[src/rtl/mux_rr_arbiter_pkg.sv]
// Shared types and defaults for the two-requester round-robin arbiter
// that owns the shared 4-bit MUXB path.
package mux_rr_arbiter_pkg;

   localparam int unsigned DATA_W        = 4;
   localparam int unsigned MAX_BURST_DEF = 4;
   localparam int unsigned CNT_W_DEF     = 4;

   typedef enum logic [1:0] {
      IDLE = 2'd0,
      G0   = 2'd1,
      G1   = 2'd2
   } arb_state_e;

   // Grant state for a requester index.
   function automatic arb_state_e grant_state(input logic idx);
      return idx ? G1 : G0;
   endfunction

endpackage

[src/rtl/mux_rr_arbiter_if.sv]
// Handshake bundle between the two producers, the arbiter and the sink.
// The master modport is the producer/sink side; the slave modport is the arbiter.
interface mux_rr_arbiter_if;
   import mux_rr_arbiter_pkg::*;

   logic              req0;
   logic [DATA_W-1:0] d0;
   logic              req1;
   logic [DATA_W-1:0] d1;
   logic              ack0;
   logic              ack1;
   logic [DATA_W-1:0] y;
   logic              y_valid;
   logic              y_ready;
   logic              sel;

   modport master (
      output req0, d0, req1, d1, y_ready,
      input  ack0, ack1, y, y_valid, sel
   );

   modport slave (
      input  req0, d0, req1, d1, y_ready,
      output ack0, ack1, y, y_valid, sel
   );

endinterface

[src/rtl/mux_rr_arbiter_muxb.sv]
// MUXB: the shared 4-bit 2:1 select mux (x=0 -> d0, x=1 -> d1).
module MUXB
   import mux_rr_arbiter_pkg::*;
(
   input  logic [DATA_W-1:0] d0,
   input  logic [DATA_W-1:0] d1,
   input  logic              x,
   output logic [DATA_W-1:0] y
);

   always_comb begin
      y = x ? d1 : d0;
   end

endmodule

[src/rtl/mux_rr_arbiter.sv]
// Round-robin arbiter for two requesters sharing one MUXB path to a single sink,
// with bursts capped at MAX_BURST beats while the other side is waiting.
module mux_rr_arbiter
   import mux_rr_arbiter_pkg::*;
#(
   parameter int unsigned MAX_BURST = MAX_BURST_DEF,
   parameter int unsigned CNT_W     = CNT_W_DEF
) (
   input  logic            clk,
   input  logic            rst_n,
   mux_rr_arbiter_if.slave bus
);

   localparam logic [CNT_W-1:0] LP_CNT_LAST = CNT_W'(MAX_BURST - 1);

   arb_state_e        r_state;
   arb_state_e        w_state_nxt;
   logic [CNT_W-1:0]  r_cnt;
   logic [CNT_W-1:0]  w_cnt_nxt;
   logic              r_last;
   logic              w_last_nxt;
   logic              r_sel;

   logic              w_own_req;
   logic              w_oth_req;
   logic              w_beat;
   logic              w_burst_end;
   logic              w_ack0;
   logic              w_ack1;
   logic              w_y_valid;
   logic [DATA_W-1:0] w_y;

   // sel is registered alongside the state so it always equals (state == G1).
   always_ff @(posedge clk or negedge rst_n) begin
      if (!rst_n) begin
         r_state <= IDLE;
         r_cnt   <= '0;
         r_last  <= 1'b1;
         r_sel   <= 1'b0;
      end else begin
         r_state <= w_state_nxt;
         r_cnt   <= w_cnt_nxt;
         r_last  <= w_last_nxt;
         r_sel   <= (w_state_nxt == G1);
      end
   end

   always_comb begin
      w_own_req = 1'b0;
      w_oth_req = 1'b0;
      case (r_state)
         G0: begin
            w_own_req = bus.req0;
            w_oth_req = bus.req1;
         end
         G1: begin
            w_own_req = bus.req1;
            w_oth_req = bus.req0;
         end
         default: begin
            w_own_req = 1'b0;
            w_oth_req = 1'b0;
         end
      endcase
      w_beat      = w_own_req & bus.y_ready;
      w_burst_end = w_beat & (r_cnt == LP_CNT_LAST);
   end

   always_comb begin
      w_state_nxt = r_state;
      w_cnt_nxt   = r_cnt;
      w_last_nxt  = r_last;
      case (r_state)
         IDLE: begin
            w_cnt_nxt = '0;
            if (bus.req0 && bus.req1) begin
               w_state_nxt = grant_state(!r_last);
            end else if (bus.req0) begin
               w_state_nxt = G0;
            end else if (bus.req1) begin
               w_state_nxt = G1;
            end
         end
         G0, G1: begin
            if (w_beat) begin
               w_last_nxt = (r_state == G1);
            end
            // Dropping req (with or without a beat) hands straight over, no idle bubble.
            if (!w_own_req) begin
               w_cnt_nxt   = '0;
               w_state_nxt = w_oth_req ? grant_state(r_state == G0) : IDLE;
            end else if (w_burst_end) begin
               w_cnt_nxt = '0;
               if (w_oth_req) begin
                  w_state_nxt = grant_state(r_state == G0);
               end
            end else if (w_beat) begin
               w_cnt_nxt = r_cnt + 1'b1;
            end
         end
         default: begin
            w_state_nxt = IDLE;
            w_cnt_nxt   = '0;
         end
      endcase
   end

   always_comb begin
      w_y_valid = w_own_req;
      w_ack0    = (r_state == G0) & bus.req0 & bus.y_ready;
      w_ack1    = (r_state == G1) & bus.req1 & bus.y_ready;
   end

   MUXB u_muxb (
      .d0 (bus.d0),
      .d1 (bus.d1),
      .x  (r_sel),
      .y  (w_y)
   );

   assign bus.y       = w_y;
   assign bus.y_valid = w_y_valid;
   assign bus.ack0    = w_ack0;
   assign bus.ack1    = w_ack1;
   assign bus.sel     = r_sel;

   a_ack_exclusive: assert property (@(posedge clk) disable iff (!rst_n) !(w_ack0 && w_ack1));
   a_ack0_sel:      assert property (@(posedge clk) disable iff (!rst_n) w_ack0 |-> !r_sel);
   a_ack1_sel:      assert property (@(posedge clk) disable iff (!rst_n) w_ack1 |-> r_sel);
   a_idle_invalid:  assert property (@(posedge clk) disable iff (!rst_n) (r_state == IDLE) |-> !w_y_valid);

endmodule

[src/flat_wrapper.sv]
// flat-port wrapper written by rule: the top's interface ports become plain ports
module mux_rr_arbiter_flat import mux_rr_arbiter_pkg::*;
#(
   parameter int unsigned MAX_BURST = MAX_BURST_DEF,
   parameter int unsigned CNT_W     = CNT_W_DEF
)
  (clk, rst_n, bus_req0, bus_d0, bus_req1, bus_d1, bus_y_ready, bus_ack0, bus_ack1, bus_y, bus_y_valid, bus_sel);
  mux_rr_arbiter_if bus_i ();
  input  logic clk;
  input  logic rst_n;
  input wire logic [$bits(bus_i.req0)-1:0] bus_req0;
  input wire logic [$bits(bus_i.d0)-1:0] bus_d0;
  input wire logic [$bits(bus_i.req1)-1:0] bus_req1;
  input wire logic [$bits(bus_i.d1)-1:0] bus_d1;
  input wire logic [$bits(bus_i.y_ready)-1:0] bus_y_ready;
  output wire logic [$bits(bus_i.ack0)-1:0] bus_ack0;
  output wire logic [$bits(bus_i.ack1)-1:0] bus_ack1;
  output wire logic [$bits(bus_i.y)-1:0] bus_y;
  output wire logic [$bits(bus_i.y_valid)-1:0] bus_y_valid;
  output wire logic [$bits(bus_i.sel)-1:0] bus_sel;
  assign bus_i.req0 = bus_req0;
  assign bus_i.d0 = bus_d0;
  assign bus_i.req1 = bus_req1;
  assign bus_i.d1 = bus_d1;
  assign bus_i.y_ready = bus_y_ready;
  assign bus_ack0 = bus_i.ack0;
  assign bus_ack1 = bus_i.ack1;
  assign bus_y = bus_i.y;
  assign bus_y_valid = bus_i.y_valid;
  assign bus_sel = bus_i.sel;
  mux_rr_arbiter #(.MAX_BURST(MAX_BURST), .CNT_W(CNT_W)) u_core (.clk(clk), .rst_n(rst_n), .bus(bus_i));
endmodule
[config.mk]
export PLATFORM = sky130hd
export DESIGN_NAME = mux_rr_arbiter_flat
export DESIGN_NICKNAME = d
export VERILOG_FILES = /design/src/rtl/mux_rr_arbiter_pkg.sv /design/src/rtl/mux_rr_arbiter_if.sv /design/src/rtl/mux_rr_arbiter_muxb.sv /design/src/rtl/mux_rr_arbiter.sv /design/src/flat_wrapper.sv
export SDC_FILE = /design/constraint.sdc
export NUM_CORES = 1
export LEC_CHECK = 0
export ABC_CLOCK_PERIOD_IN_PS = 3200
export CAP_MARGIN = 10
export CORE_MARGIN = 2
export CORE_UTILIZATION = 47
export CTS_CLUSTER_DIAMETER = 60
export DETAILED_ROUTE_END_ITERATION = 12
export PLACE_DENSITY = 0.82
export SLEW_MARGIN = 20
export SYNTH_ARGS = -nofsm -noshare
export SYNTH_HDL_FRONTEND = slang
export SYNTH_HIERARCHICAL = 1
export SYNTH_SLANG_ARGS = --single-unit
[constraint.sdc]
create_clock -name clk -period 3.2 [get_ports clk]
set_input_delay 0.32 -clock clk [delete_from_list [all_inputs] [get_ports clk]]
set_output_delay 0.32 -clock clk [all_outputs]
set_load 0.03 [all_outputs]
Word level (Yosys, flattened, before mapping)
Index checks and enable logic that the tools add are counted.
{"block": "word_totals", "ff_bits": 8, "wordCells": 37, "out_inout_bits": 8, "input_bits": 13}
{"block": "op_classes", "add_sub_neg": 1, "n_bitwise": 6, "eq_ne": 5, "n_reduce_logical": 4, "n_mux": 17}
{"cell": "2-to-1 mux 4 bit", "n": 5}
{"cell": "2-to-1 mux 2 bit", "n": 9}
{"cell": "AND 1 bit", "n": 6}
{"cell": "adder 4 x 1 -> 4 bit, second input constant", "n": 1}
{"cell": "== test 2 bit, second input constant", "n": 2}
{"cell": "== test 4 x 2 -> 1 bit, second input constant", "n": 1}
{"cell": "!= test 4 x 2 -> 1 bit, second input constant", "n": 1}
{"cell": "one-hot mux 1 bit (2 select lines)", "n": 2}
{"cell": "one-hot mux 2 bit (2 select lines)", "n": 1}
{"cell": "== test 2 x 1 -> 1 bit, second input constant", "n": 1}
{"cell": "logical NOT 2 bit", "n": 1}
{"cell": "AND reduction 2 bit", "n": 1}
{"cell": "OR reduction 2 bit", "n": 1}
{"cell": "logical AND 1 bit", "n": 1}

Longest topological paths before layout
Gate-level depths: netlist of the first run.
{"block": "logic_depth", "depth_word": 8, "mapped_depth": 9, "mapped_depth_nobuf": 8}

By module
Netlist of the first run, hierarchy kept.
{"mod": "mux_rr_arbiter", "cells_per_inst": 65, "area_each_um2": 585.6, "seq_area_each_um2": 201.4, "instances": 1}
{"mod": "MUXB", "cells_per_inst": 4, "area_each_um2": 45.0, "seq_area_each_um2": 0.0, "instances": 1}

Worst setup path after synthesis of the first run
No wires, ideal clock.
{"block": "synth_timing", "path_kind": "reg2reg", "start": "reg u_core.r_state[0]", "end": "reg u_core.r_sel, in the netlist u_core/bus.sel", "period_less_slack_ps": 2032, "t_required_ps": 3134, "setup_time_ps": 66, "path_stages_with_launch": 8, "arrival_time_ps": 1966, "slack_ps": 1168, "n_path_buf": 0, "path_cell_list": "dfrtp_1 > inv_1 > ha_1 > or3b_1 > a211o_1 > mux2i_1 > a221oi_1 > and2_1"}
{"block": "synth_via", "elab_chain_len": 8, "word_cells_on_any_way": 18, "cone_classes": "eq/ne (3); mux (11); bitwise (2); reduce/logical (2)"}
{"element": "start, declared", "line": "mux_rr_arbiter.sv:16", "text": "arb_state_e r_state;"}
{"element": "start signal, assigned", "line": "mux_rr_arbiter.sv:41", "text": "r_state <= w_state_nxt;"}
{"element": "== test 2 bit / == test 2 x 1 -> 1 bit (equally long branches)", "line": "mux_rr_arbiter.sv:51, mux_rr_arbiter.sv:73, mux_rr_arbiter.sv:91"}
{"element": "one-hot mux 1 bit (2 select lines)", "line": "mux_rr_arbiter.sv:51", "text": "case (r_state)"}
{"element": "AND 1 bit", "line": "mux_rr_arbiter.sv:65", "text": "w_beat = w_own_req & bus.y_ready;"}
{"element": "AND 1 bit", "line": "mux_rr_arbiter.sv:66", "text": "w_burst_end = w_beat & (r_cnt == LP_CNT_LAST);"}
{"element": "2-to-1 mux 2 bit", "line": "mux_rr_arbiter.sv:92", "text": "end else if (w_burst_end) begin"}
{"element": "2-to-1 mux 2 bit", "line": "mux_rr_arbiter.sv:89", "text": "if (!w_own_req) begin"}
{"element": "one-hot mux 2 bit (2 select lines) *", "line": "mux_rr_arbiter.sv:73", "text": "case (r_state)"}
{"element": "net u_core.w_state_nxt[1]", "line": "mux_rr_arbiter.sv:17", "text": "arb_state_e w_state_nxt;"}
{"element": "== test 2 bit *", "line": "mux_rr_arbiter.sv:44", "text": "r_sel <= (w_state_nxt == G1);"}
{"element": "end signal, assigned", "line": "mux_rr_arbiter.sv:44"}
{"element": "end, declared", "line": "mux_rr_arbiter.sv:22", "text": "logic r_sel;"}
Mark *: on every way through the listed nets, which the timed path passes. The rest lies on a longest branch.
A chain may end at the register's enable or synchronous reset.

Worst setup path after layout of the first run
{"block": "layout_timing", "start": "reg u_core.r_state[0]", "end": "out bus_y_valid"}
{"block": "layout_via", "elab_chain_len": 2, "word_cells_on_any_way": 3, "cone_classes": "eq/ne (2); mux (1)"}
{"element": "== test 2 bit / == test 2 x 1 -> 1 bit (equally long branches)", "line": "mux_rr_arbiter.sv:51"}
{"element": "one-hot mux 1 bit (2 select lines) *", "line": "mux_rr_arbiter.sv:51"}
{"element": "end, declared", "line": "flat_wrapper.sv:19", "text": "output wire logic [$bits(bus_i.y_valid)-1:0] bus_y_valid;"}
Every way passes the cells marked *; elsewhere a longest branch is shown, timed or not.

==> flow_summary.ini, run 1 <==
[yosys]
seq_area_frac_synth_pct = 31.9
async_flop_share_pct = 100
synth_edf_count = 0
synthCells = 69
syn-num-nets = 87
ys_types = 33
yosysWarnings = 6
synth_top_flop_cell = dfrtp_1
syn_area_um2 = 631
syn_avg_cell_area_um2 = 9.14
ys_ff_latch = 8

[setup_path]
critPathKind = flip-flop to output port
startpoint_type = flip-flop
critPathCaptureType = output port
worstRegToRegCells = 7
worstPathArrival_ns = 2.23
cp_max_fo = 9
required_ns = 2.88

[clock_network]
htreeDepth = 1
cts_tree = done
cts_resized = 0
clock_path_buffers = 2
cts_buffers = 3
clk_pin_slew_ns = 0.06
cts_sinks = 8
post_cts_buffers = 0
root_buffer = clkbuf_4
insertion_delay_ns = 0.25
cts_hold_buffers = 0

[floorplan]
pin_count = 21
fp.coreArea_mm2 = 0.00127
num_rows = 13
dieArea_mm2 = 0.00165
die_w_um = 40.6
die_y_um = 40.6
start_util_pct = 49.7

[drt]
post_drt_via_cell_ratio = 5.62
drt_iter0_drc = 6
dr_total_vias = 584
wire_per_inst_um = 13.3
dr.pass1.iters = 4
ant_nets = 0
drc = 0
routed_wl_mm = 1.38

[global_routing]
grt_pass1_vias = 506
grt_overflow = 0
antenna_found_initial = 0
grt_max_degree = 11
grt_pass1_wl_mm = 1.99
grt_util_met3_pct = 2.72
grt-busiest-layer = met2
use_met1_pct = 21.3
grtUsageMet2_pct = 33.7
track_usage_pct = 18.8

[timing]
finalSetupViolations = 0
slew_headroom_pct = 75.2
tightest_slew_ns = 0.370
fmax_mhz = 392
skew_ns = 0.0103
period_needed_ns = 2.55
drv_slew = 0
fin_setup_tns_ns = 0
hold_viol = 0
fin_crit_sh_pct = 79.8
rsz0062_at_grt = no

[pwr]
powerDensity_mw_per_mm2 = 684
switching_power_uw = 246
pwr-share-seq_pct = 28.5
cellLeakagePower_nw = 0.369
p_sw_share_pct = 42.4
clkPwrFrac_pct = 14.2
combPwrFrac_pct = 57.3
intPower_uw = 334
ir_worst_vdd_mv = 0.410

[layout]
final_common_cell = clkdlybuf4s50_1
area_delta_synth_final_pct = 34.5
fin_nets = 108
final_cell_mix = clkdlybuf4s50_1 (20), nor2_1 (8), nand2_1 (7), dfrtp_1 (7)
drive_gt1_share_pct = 12.4
final_area_um2 = 848
antenna_cells = 0

[placed_design]
dpl.hpwl_mm = 1.05
place_congestion = 0.877
placed_area_um2 = 822
place.port_buffers = 20

[job]
maxCapViolCount = 0

[worst_hold_path]
hold_class = input port to async pin

[outcome]
status = complete, no violations
[flip-flops by register name, indices dropped and copies added (netlist names)]
signal	count
u_core/bus.sel	1
u_core/r_cnt	4
u_core/r_last	1
u_core/r_state	2
[worst max-delay path, cell delays in order, from the launching register on]
cell,delay (ns)
dfrtp_1,0.46
inv_1,0.11
ha_1,0.33
a22o_1,0.23
nand2_2,0.10
inv_2,0.08
clkdlybuf4s50_1,0.66
[cells by family after synthesis]
family                     after synthesis  share of synthesized area, %
buffers and inverters                    7                          6.15
muxes                                    7                          12.1
adders and majority gates                5                          9.92
and+or+nand+nor                         27                          22.0
xor gates and xnor gates                 1                          1.39
DFF                                      8                          31.9
AOI/OAI and AO/OA                       14                          16.5
[synth_stat cells (2+ instances only)]
| master | number | area (um^2) |
|---|---|---|
| a21oi_1 | 2 | 10.0 |
| and3_1 | 2 | 12.5 |
| nor2_1 | 8 | 30.0 |
| o211ai_1 | 2 | 15.0 |
| mux2_2 | 5 | 56.3 |
| inv_1 | 2 | 7.51 |
| o21ai_0 | 2 | 10.0 |
| a22o_1 | 2 | 17.5 |
| dfrtp_1 | 7 | 175 |
| mux2i_1 | 2 | 20.0 |
| ha_1 | 5 | 62.6 |
| and2_1 | 3 | 18.8 |
| nand2_1 | 7 | 26.3 |
[routing by layer]
layer / part of all wire (%) / vias to the layer above
met3: 10 / 4
met5: 0 / -
met4: 1.2 / 0
met1: 42 / 267
li1: - / 288
met2: 47 / 25
[layout make-up]
cell class | instances | area (um^2)
clock buffers | 4 | 26.3
well taps | 15 | 18.8
multi-input cells | 54 | 390
flip-flops and latches | 8 | 201
fillers | 108 | 420
repair buffers | 20 | 200
inverters | 3 | 11.3
[power by group through the flow]
| stage | sequential [mW] | combinational [mW] | clock (mW) |
|---|---|---|---|
| 2_1_floorplan | 0.166 | 0.223 | 0 |
| 3_3_place_gp | 0.164 | 0.321 | 0 |
| 3_5_place_dp | 0.165 | 0.329 | 0 |
| 4_1_cts | 0.164 | 0.331 | 0.0857 |
| 5_1_grt | 0.169 | 0.362 | 0.0893 |
| 6_report | 0.165 | 0.333 | 0.0821 |
[through the flow]
stage / util, % / hold WS [ns] / total power [mW] / worst slack, ns / cells
6_report: 66.9 / 0.345 / 0.580 / 0.647 / 104
5_1_grt: 66.9 / 0.383 / 0.621 / 0.564 / 104
4_1_cts: 66.9 / 0.344 / 0.581 / 0.656 / 104
3_5_place_dp: 64.8 / 0.552 / 0.494 / 0.841 / 100
3_3_place_gp: 64.8 / 0.553 / 0.485 / 0.872 / 100
2_1_floorplan: - / 0.0244 / 0.388 / 1.17 / 69
[path summary, 6_finish.rpt]
kind | endpoint | from | slack, ns
worst max-delay path | bus_y_valid | u_core/r_state[0] | 0.65
worst min-delay path | u_core/r_cnt[2] | rst_n | 0.34
worst max register to register | u_core/bus.sel | u_core/r_state[0] | 0.88
worst min register to register | u_core/r_cnt[1] | u_core/r_cnt[1] | 0.56
max in group asynchronous | u_core/r_last | rst_n | 2.54
min in group clk | u_core/r_cnt[1] | u_core/r_cnt[1] | 0.56
Note: power is estimated with default switching activity, not from simulation.
==> run 2: changes to the inputs <==
--- a/config.mk
+++ b/config.mk
@@ -5,13 +5,13 @@
 export SDC_FILE = /design/constraint.sdc
 export NUM_CORES = 1
 export LEC_CHECK = 0
-export ABC_CLOCK_PERIOD_IN_PS = 3200
+export ABC_CLOCK_PERIOD_IN_PS = 2600
 export CAP_MARGIN = 10
 export CORE_MARGIN = 2
-export CORE_UTILIZATION = 47
+export CORE_UTILIZATION = 44
 export CTS_CLUSTER_DIAMETER = 60
 export DETAILED_ROUTE_END_ITERATION = 12
-export PLACE_DENSITY = 0.82
+export PLACE_DENSITY = 0.77
 export SLEW_MARGIN = 20
 export SYNTH_ARGS = -nofsm -noshare
 export SYNTH_HDL_FRONTEND = slang
==> constraint.sdc (replaced) <==
create_clock -name clk -period 2.6 [get_ports clk]
set_input_delay 0.26 -clock clk [delete_from_list [all_inputs] [get_ports clk]]
set_output_delay 0.26 -clock clk [all_outputs]
set_load 0.03 [all_outputs]
==> flow_summary.ini, run 2 (same netlist as run 1, synthesis figures left out) <==
[floorplan]
pin_count = 21
dieArea_mm2 = 0.00175
fp.coreArea_mm2 = 0.00132
die_w_um = 41.9
num_rows = 13
die_y_um = 41.9
start_util_pct = 47.9

[timing]
period_needed_ns = 2.42
drv_slew = 0
fin_setup_tns_ns = 0
rsz0062_at_grt = no
fmax_mhz = 414
finalSetupViolations = 0
tightest_slew_ns = 0.345
fin_crit_sh_pct = 92.9
skew_ns = 0.00511
fin_hold_ws_ns = 0.280
hold_viol = 0
slew_headroom_pct = 77.0
layout_setup_ws_ns = 0.183

[drt]
drc = 0
routed_wl_mm = 1.29
dr_total_vias = 582
drt_iter0_drc = 6
dr.pass1.iters = 4
ant_nets = 0
post_drt_via_cell_ratio = 5.60
wire_per_inst_um = 12.4

[placed_design]
place.port_buffers = 20
post-place-ws_ns = 0.368
place_congestion = 0.824
placed_area_um2 = 822
dp_cells = 100
dpl.hpwl_mm = 1.07

[layout]
reg_top3 = u_core/r_cnt (4), u_core/r_state (2)
fin_nets = 108
final_util_pct = 64.6
antenna_cells = 0
largest_register_ff_count = 4
area_delta_synth_final_pct = 34.9
final_area_um2 = 851
final_cell_mix = clkdlybuf4s50_1 (20), nor2_1 (8), nand2_1 (7), dfrtp_1 (7), mux2_2 (5)
final_common_cell = clkdlybuf4s50_1
drive_gt1_share_pct = 13.5
top_register = u_core/r_cnt
layoutNonFillerInstCount = 104

[global_routing]
antenna_found_initial = 0
grt_pass1_vias = 562
grt_overflow = 0
track_usage_pct = 17.5
grt_max_degree = 11
grt_pass1_wl_mm = 2.39

[clock_network]
clock_path_buffers = 2
cts_tree = done
clk_pin_slew_ns = 0.05
root_buffer = clkbuf_4
cts_buffers = 3
htreeDepth = 1
insertion_delay_ns = 0.25
cts_sinks = 8
cts_hold_buffers = 0
cts_resized = 0
post_cts_buffers = 0

[pwr]
clkPwrFrac_pct = 13.9
pwr-share-seq_pct = 28.7
powerDensity_mw_per_mm2 = 826
combPwrFrac_pct = 57.5
p_total_uw = 702
cellLeakagePower_nw = 0.368
p_sw_share_pct = 41.3
ir_worst_vdd_mv = 0.579
intPower_uw = 412
switching_power_uw = 290

[setup_path]
cp_max_fo = 8
critPathCaptureType = output port
critPathKind = flip-flop to output port
worstPathArrival_ns = 2.16
startpoint_type = flip-flop
required_ns = 2.34

[job]
maxCapViolCount = 0

[outcome]
status = complete, no violations

[worst_hold_path]
hold_class = input port to async pin
run 2: path summary, 6_finish.rpt:
check,from,endpoint,slack [ns],cells past startpoint
setup / recovery,u_core/r_state[1],bus_y_valid,0.18,6
hold / removal,rst_n,u_core/r_cnt[1],0.28,1
setup reg to reg,u_core/r_state[0],u_core/bus.sel,0.36,7
hold reg to reg,u_core/r_cnt[1],u_core/r_cnt[1],0.57,2
max in group asynchronous,rst_n,u_core/r_last,2.02,1
min in group clk,u_core/r_cnt[1],u_core/r_cnt[1],0.57,2
run 2: worst max-delay path, cell delays in order, from the launching register on:
cell             delay, ns
dfrtp_1               0.44
inv_1                 0.11
ha_1                  0.30
a22o_1                0.22
nand2_2               0.10
inv_2                 0.08
clkdlybuf4s50_1       0.66
run 2: cell type report:
type	instances	area, um^2
fill	104	467
clock buffer	4	26.3
tap	15	18.8
inverter	3	11.3
sequential	8	201
multi-input combinational	54	393
timing repair buffer	20	200
run 2: metal layers:
layer | up-vias | GRT usage, % | share of wire (%) | wire length [um]
li1 | 286 | - | - | -
met2 | 21 | 27.8 | 47 | 601
met5 | - | 0 | 0 | 0
met3 | 2 | 5.65 | 8.8 | 113
met1 | 273 | 21.0 | 43 | 557
met4 | 0 | 8.39 | 1.2 | 16
run 2: power by group through the flow:
stage	Sequential [mW]	Clock (mW)	Combinational, mW
global placement	0.202	0	0.395
detailed placement	0.203	0	0.402
finish	0.201	0.0975	0.404
floorplan	0.204	0	0.274
global route	0.207	0.114	0.448
CTS	0.201	0.104	0.403
==> run 3: changes to the inputs <==
--- a/config.mk
+++ b/config.mk
@@ -5,13 +5,12 @@
 export SDC_FILE = /design/constraint.sdc
 export NUM_CORES = 1
 export LEC_CHECK = 0
-export ABC_CLOCK_PERIOD_IN_PS = 2600
 export CAP_MARGIN = 10
 export CORE_MARGIN = 2
-export CORE_UTILIZATION = 44
+export CORE_UTILIZATION = 39
 export CTS_CLUSTER_DIAMETER = 60
 export DETAILED_ROUTE_END_ITERATION = 12
-export PLACE_DENSITY = 0.77
+export PLACE_DENSITY = 0.73
 export SLEW_MARGIN = 20
 export SYNTH_ARGS = -nofsm -noshare
 export SYNTH_HDL_FRONTEND = slang
==> constraint.sdc (replaced) <==
create_clock -name clk -period 2.05 [get_ports clk]
set_input_delay 0.205 -clock clk [delete_from_list [all_inputs] [get_ports clk]]
set_output_delay 0.205 -clock clk [all_outputs]
set_load 0.03 [all_outputs]
==> flow_summary.ini, run 3 (same netlist as run 1, synthesis figures left out) <==
[outcome]
status = complete, no violations

[drt]
ant_nets = 0
drt_iter0_drc = 15
drc = 0
post_drt_via_cell_ratio = 5.52
wire_per_inst_um = 13.9
dr.pass1.iters = 4
routed_wl_mm = 1.55
dr_total_vias = 613

[floorplan]
dieArea_mm2 = 0.00195
num_rows = 14
start_util_pct = 41.9
die_w_um = 44.2
die_y_um = 44.2
pin_count = 21
fp.coreArea_mm2 = 0.00151

[clock_network]
cts_sinks = 8
cts_buffers = 3
clk_pin_slew_ns = 0.05
root_buffer = clkbuf_4
htreeDepth = 1
cts_tree = done
post_cts_buffers = 0
insertion_delay_ns = 0.26
clock_path_buffers = 2
cts_hold_buffers = 0

[global_routing]
grt_pass1_vias = 597
grt_overflow = 0
grt_pass1_wl_mm = 2.46
antenna_found_initial = 0
track_usage_pct = 17.8
grt_max_degree = 10

[timing]
fin_hold_ws_ns = 0.210
rsz0062_at_grt = no
period_needed_ns = 1.95
hold_viol = 0
fin_setup_tns_ns = 0
slew_headroom_pct = 77.3
tightest_slew_ns = 0.340
fin_crit_sh_pct = 95.2
fmax_mhz = 512
finalSetupViolations = 0
drv_slew = 0
skew_ns = 0.000633

[pwr]
cellLeakagePower_nw = 0.409
p_sw_share_pct = 41.7
switching_power_uw = 403
powerDensity_mw_per_mm2 = 1080
intPower_uw = 564
pwr-share-seq_pct = 24.2
p_total_uw = 966
clkPwrFrac_pct = 13.8
ir_worst_vdd_mv = 0.531
combPwrFrac_pct = 61.9

[setup_path]
slowest_stage = a311oi_1
crit_chain = inv_1, ha_1, or3b_1, a211o_1, a311oi_1, and2_1
critPathCaptureType = flip-flop
slowest_delay_ns = 0.37
cp_top_family = compound AO/OA/AOI/OAI gates
critPathKind = flip-flop to flip-flop
cp_max_fo = 3
worstPathArrival_ns = 2.15
startpoint_type = flip-flop
crit_buf_inv = 1
required_ns = 2.25

[layout]
final_cell_mix = clkdlybuf4s50_1 (17), nor2_1 (8), buf_4 (7), nand2_1 (7), dfrtp_1 (7)
largest_register_ff_count = 4
fin_nets = 114
final_common_cell = clkdlybuf4s50_1
area_delta_synth_final_pct = 42.1
drive_gt1_share_pct = 20.0
antenna_cells = 0
top_register = u_core/r_cnt
layoutNonFillerInstCount = 111
reg_top3 = u_core/r_cnt (4), u_core/r_state (2)

[placed_design]
dp_cells = 107
place_congestion = 0.879
dpl.hpwl_mm = 1.23
place.port_buffers = 20

[worst_hold_path]
hold_class = input port to async pin

[job]
maxCapViolCount = 0
run 3: changes by cell type in the layout (fill, tap and decap cells not counted), sizes merged:
cell           delta
clkdlybuf4s50     -3
buf               +7
dlygate4sd2       +2
run 3: final cells by class:
class                      instances  area [um^2]
clock buffer                       4         26.3
fill                             128          611
inverter                           3         11.3
multi-input combinational         54          397
sequential                         8          201
tap                               16         20.0
timing repair buffer              26          240
run 3: final timing paths:
kind | slack, ns | depth (start not counted) | startpoint | to
max | 0.1 | 6 | u_core/r_state[1] | u_core/bus.sel
min | 0.21 | 1 | rst_n | u_core/r_state[1]
max reg2reg | 0.1 | 6 | u_core/r_state[1] | u_core/bus.sel
min reg2reg | 0.57 | 2 | u_core/r_cnt[1] | u_core/r_cnt[1]
max in group asynchronous | 1.55 | 1 | rst_n | u_core/r_last
min in group clk | 0.57 | 2 | u_core/r_cnt[1] | u_core/r_cnt[1]
run 3: worst register-to-register path: cells and delay by family, from the launching register on:
family / cells / cell delay [ns]
adder cells (fa/ha/maj): 1 / 0.29
buffers and inverters: 1 / 0.07
flip-flops: 1 / 0.34
AO/OA/AOI/OAI: 2 / 0.65
AND/OR/NAND/NOR: 2 / 0.53
run 3: through the flow:
stage / area [um^2] / setup slack (ns) / utilization [%]
final: 896 / 0.0987 / 59.5
after global routing: 896 / 0.00436 / 59.5
after CTS: 890 / 0.0490 / 59.1
after detailed placement: 866 / 0.0721 / 57.5
after global placement: 866 / 0.126 / 57.5
after floorplan: 631 / 0.0181 / -
run 3: timing repair:
item,4_1_cts,5_1_grt
pin swaps,0,1
endpoints found under the setup margin,2,1
gates resized for setup,2,1
run 3: metal layers:
metal / part of all wire, % / global-route usage [%]
met5: 0 / 0
met1: 40 / 17.3
met2: 46 / 30.6
met3: 9.6 / 5.71
met4: 4.1 / 13.9
run 3: power groups by stage:
| stage | sequential [mW] | clock [mW] | combinational, mW |
|---|---|---|---|
| 2_1_floorplan | 0.258 | 0 | 0.347 |
| 3_3_place_gp | 0.235 | 0 | 0.570 |
| 3_5_place_dp | 0.237 | 0 | 0.580 |
| 4_1_cts | 0.234 | 0.141 | 0.579 |
| 5_1_grt | 0.238 | 0.150 | 0.641 |
| 6_report | 0.234 | 0.134 | 0.599 |
==> edit (settings of run 3) <==
Encoding of `arb_state_e`: now one-hot (3 bits for 3 states).
--- a/src/rtl/mux_rr_arbiter_pkg.sv
+++ b/src/rtl/mux_rr_arbiter_pkg.sv
@@ -6,10 +6,10 @@
    localparam int unsigned MAX_BURST_DEF = 4;
    localparam int unsigned CNT_W_DEF     = 4;
 
-   typedef enum logic [1:0] {
-      IDLE = 2'd0,
-      G0   = 2'd1,
-      G1   = 2'd2
+   typedef enum logic [2:0] {
+      IDLE = 3'b001,
+      G0   = 3'b010,
+      G1   = 3'b100
    } arb_state_e;
 
    // Grant state for a requester index.
Check against the original RTL: no difference found for any inputs over 10 cycles, from zero or initial values and one cycle with rst_n low; not proved beyond that.
==> edit against run 3 <==
  * Power fell by 10%
  * Synthesized area rose by 3.8%
  * Register-to-register slack improved by 550 ps
  * Critical endpoint is now bus_ack1
  * Utilization is 2.2 points lower
  * First-iteration DRC count fell by 53%
  * Die area up 3.4%
  * Routed wire length fell by 9.5%
  * Largest cell class unchanged
  * Cell area is 1.5% lower
  * Setup slack got worse by 3.9 ps
  * Sequential cell count rose by 1
==> edit: results (changes against run 3) <==
The flow ran to the end, and the final reports show no timing, DRC or antenna violations. The run gives 0 (unchanged) as the initial antenna violation count. The number of nets in the layout is 104 (-8.8%), and the largest vdd supply drop is 574.9 uV (+8.2%). Slowest cell on the critical path: sky130_fd_sc_hd__clkdlybuf4s50_1. For the static leakage, the log shows 0.4005 nW (-2.2%). By count the netlist is led by sky130_fd_sc_hd__dfrtp_1 (7), sky130_fd_sc_hd__nand2_1 (5), sky130_fd_sc_hd__nor2_1 (5).

The largest incremental delay on the critical path came out at 680 ps (+310 ps). The logs give 0 (-2) for the post-CTS resize count and 5.421 ps (+4.787 ps) for the clock tree skew after final layout. The total global routing track utilization is 0.1581 (-0.01950), and the detailed-router iteration count before antenna repair is 3 (-1). The root cell of the clock tree is sky130_fd_sc_hd__clkbuf_4.

In the final layout, the registers with the most flip-flops are u_core/r_cnt x4, u_core/r_state x3. Broken down by cell family, the worst path's largest delay share belongs to buffers and inverters. The startpoint identified for the worst register-to-register timing path is u_core/r_cnt[0]. The proportion of synthesized chip area in sequential cells came out at 0.3480 (+0.02855). The worst reg-to-reg path cell count was 5 (-1). In this run the critical register-to-register path is captured at u_core/r_state[1]. Clock transition at the registers of the reported paths: 70 ps (+20 ps). The maximum number of pins on one net before global-route repair is 12 (+2). The type of the tightest min-delay check is input pin to asynchronous set/reset pin. The global-route wire length before repair was 2.311 mm (-6.2%); the pin slew with the least headroom to its limit was 402.7 ps (+62.74 ps). The clock tree buffer depth was 2 (unchanged); the fraction of final layout cells with drive strength greater than 1 was 0.2247 (+0.02472). The logs give 81 (-6.9%) for the synthesized netlist net count and 33 (unchanged) for the distinct cell type count of the synthesized netlist. The routed wirelength normalized by instance count came out at 13.32 um (-4.3%). The tools report the placer's final routability congestion estimate as 0.8410 (-4.3%). For the max-slew violation count, the log shows 0 (unchanged). The number of CTS-inserted buffers came out at 3 (unchanged). The tools report the post-CTS setup buffer count as 0 (unchanged). Critical path startpoint: u_core/r_state[2].

After synthesis, the cell types taking the most area are sky130_fd_sc_hd__dfrtp_1 (27%), sky130_fd_sc_hd__dfstp_2 (8.0%), sky130_fd_sc_hd__mux2_2 (6.9%), sky130_fd_sc_hd__buf_6 (3.4%), sky130_fd_sc_hd__a21oi_1 (3.1%). The run gives 529 (-11%) as the number of global-route vias before repair. The placed wire-length estimate was 1.087 mm (-11%); the total number of vias was 583 (-4.9%). The largest fanout on the critical path is 10 (+7), and the synthesis warning total is 6 (unchanged). Count of buffers inserted at the top-level ports: 20 (unchanged). The async set or reset register ratio after synthesis was 1.000 (unchanged). The deepest level of the CTS H-tree is 1 (unchanged), and the worst slack at placement is 211.6 ps (+139.4 ps).

The logs give 260 ps (about the same) for the insertion delay of the later-clocked pin in the worst-skew pair and 7 (-8) for the initial DRC count. Antenna diode instance count: 0 (unchanged). The setup slack of the most critical reg-to-reg path came out at 650 ps (+550 ps).
edit: worst max-delay path by stage:
| stage | end | slack (ps) | cells past startpoint |
|---|---|---|---|
| floorplan | bus_ack0 | 740 | 3 |
| global placement | bus_ack1 | 230 | 4 |
| detailed placement | bus_ack1 | 210 | 4 |
| CTS | bus_ack1 | 110 | 3 |
| global route | bus_ack1 | 40 | 3 |
| finish | bus_ack1 | 90 | 3 |
edit: report_power, final:
group          internal (mW)  total, mW  switching, mW  leakage, nW
sequential             0.228      0.301         0.0733        0.117
combinational          0.218      0.432          0.214        0.266
clock                 0.0720      0.137         0.0650       0.0177
total                  0.518      0.870          0.352        0.401
edit: worst register-to-register path: stages, from the launching register on:
cell and delay [ps]:
sky130_fd_sc_hd__dfrtp_1 390, sky130_fd_sc_hd__ha_1 210, sky130_fd_sc_hd__nor3b_4 290, sky130_fd_sc_hd__o211a_1 190, sky130_fd_sc_hd__a21oi_1 40, sky130_fd_sc_hd__o21a_1 170
edit: cell families (layout without fill, tap and decap cells):
| logic type | after synthesis | after routing | synth area share |
|---|---|---|---|
| buffers and inverters | 9 | 31 | 0.08029 |
| AOI/OAI and AO/OA | 18 | 18 | 0.1912 |
| adders and majority gates | 1 | 1 | 0.01912 |
| DFF | 9 | 9 | 0.3480 |
| muxes | 6 | 6 | 0.09942 |
| xor gates and xnor gates | 2 | 2 | 0.02677 |
| and+or+nand+nor | 22 | 22 | 0.2352 |
edit: metal layers:
metal,track usage,share of wire,vias to the layer above
li1,-,-,285
met1,0.2015,0.43,280
met2,0.2543,0.46,18
met3,0.07200,0.11,0
met4,0.01765,0,0
met5,0,0,-
edit: stage by stage:
stage / hold slack (ps) / cells / instance area, um^2
finish: 233.7 / 105 / 882.1
global route: 276.3 / 105 / 882.1
CTS: 234.6 / 105 / 882.1
detailed placement: 526.8 / 101 / 854.6
global placement: 524.7 / 101 / 854.6
floorplan: -90.59 / 67 / 654.4
edit: area by class of cell:
class                      instances  area (um^2)
sequential                         9        227.7
multi-input combinational         49        374.1
timing repair buffer              23        217.7
fill                             138        659.4
clock inverter                     1        5.005
clock buffer                       3        22.52
inverter                           4        15.01
tap                               16        20.02
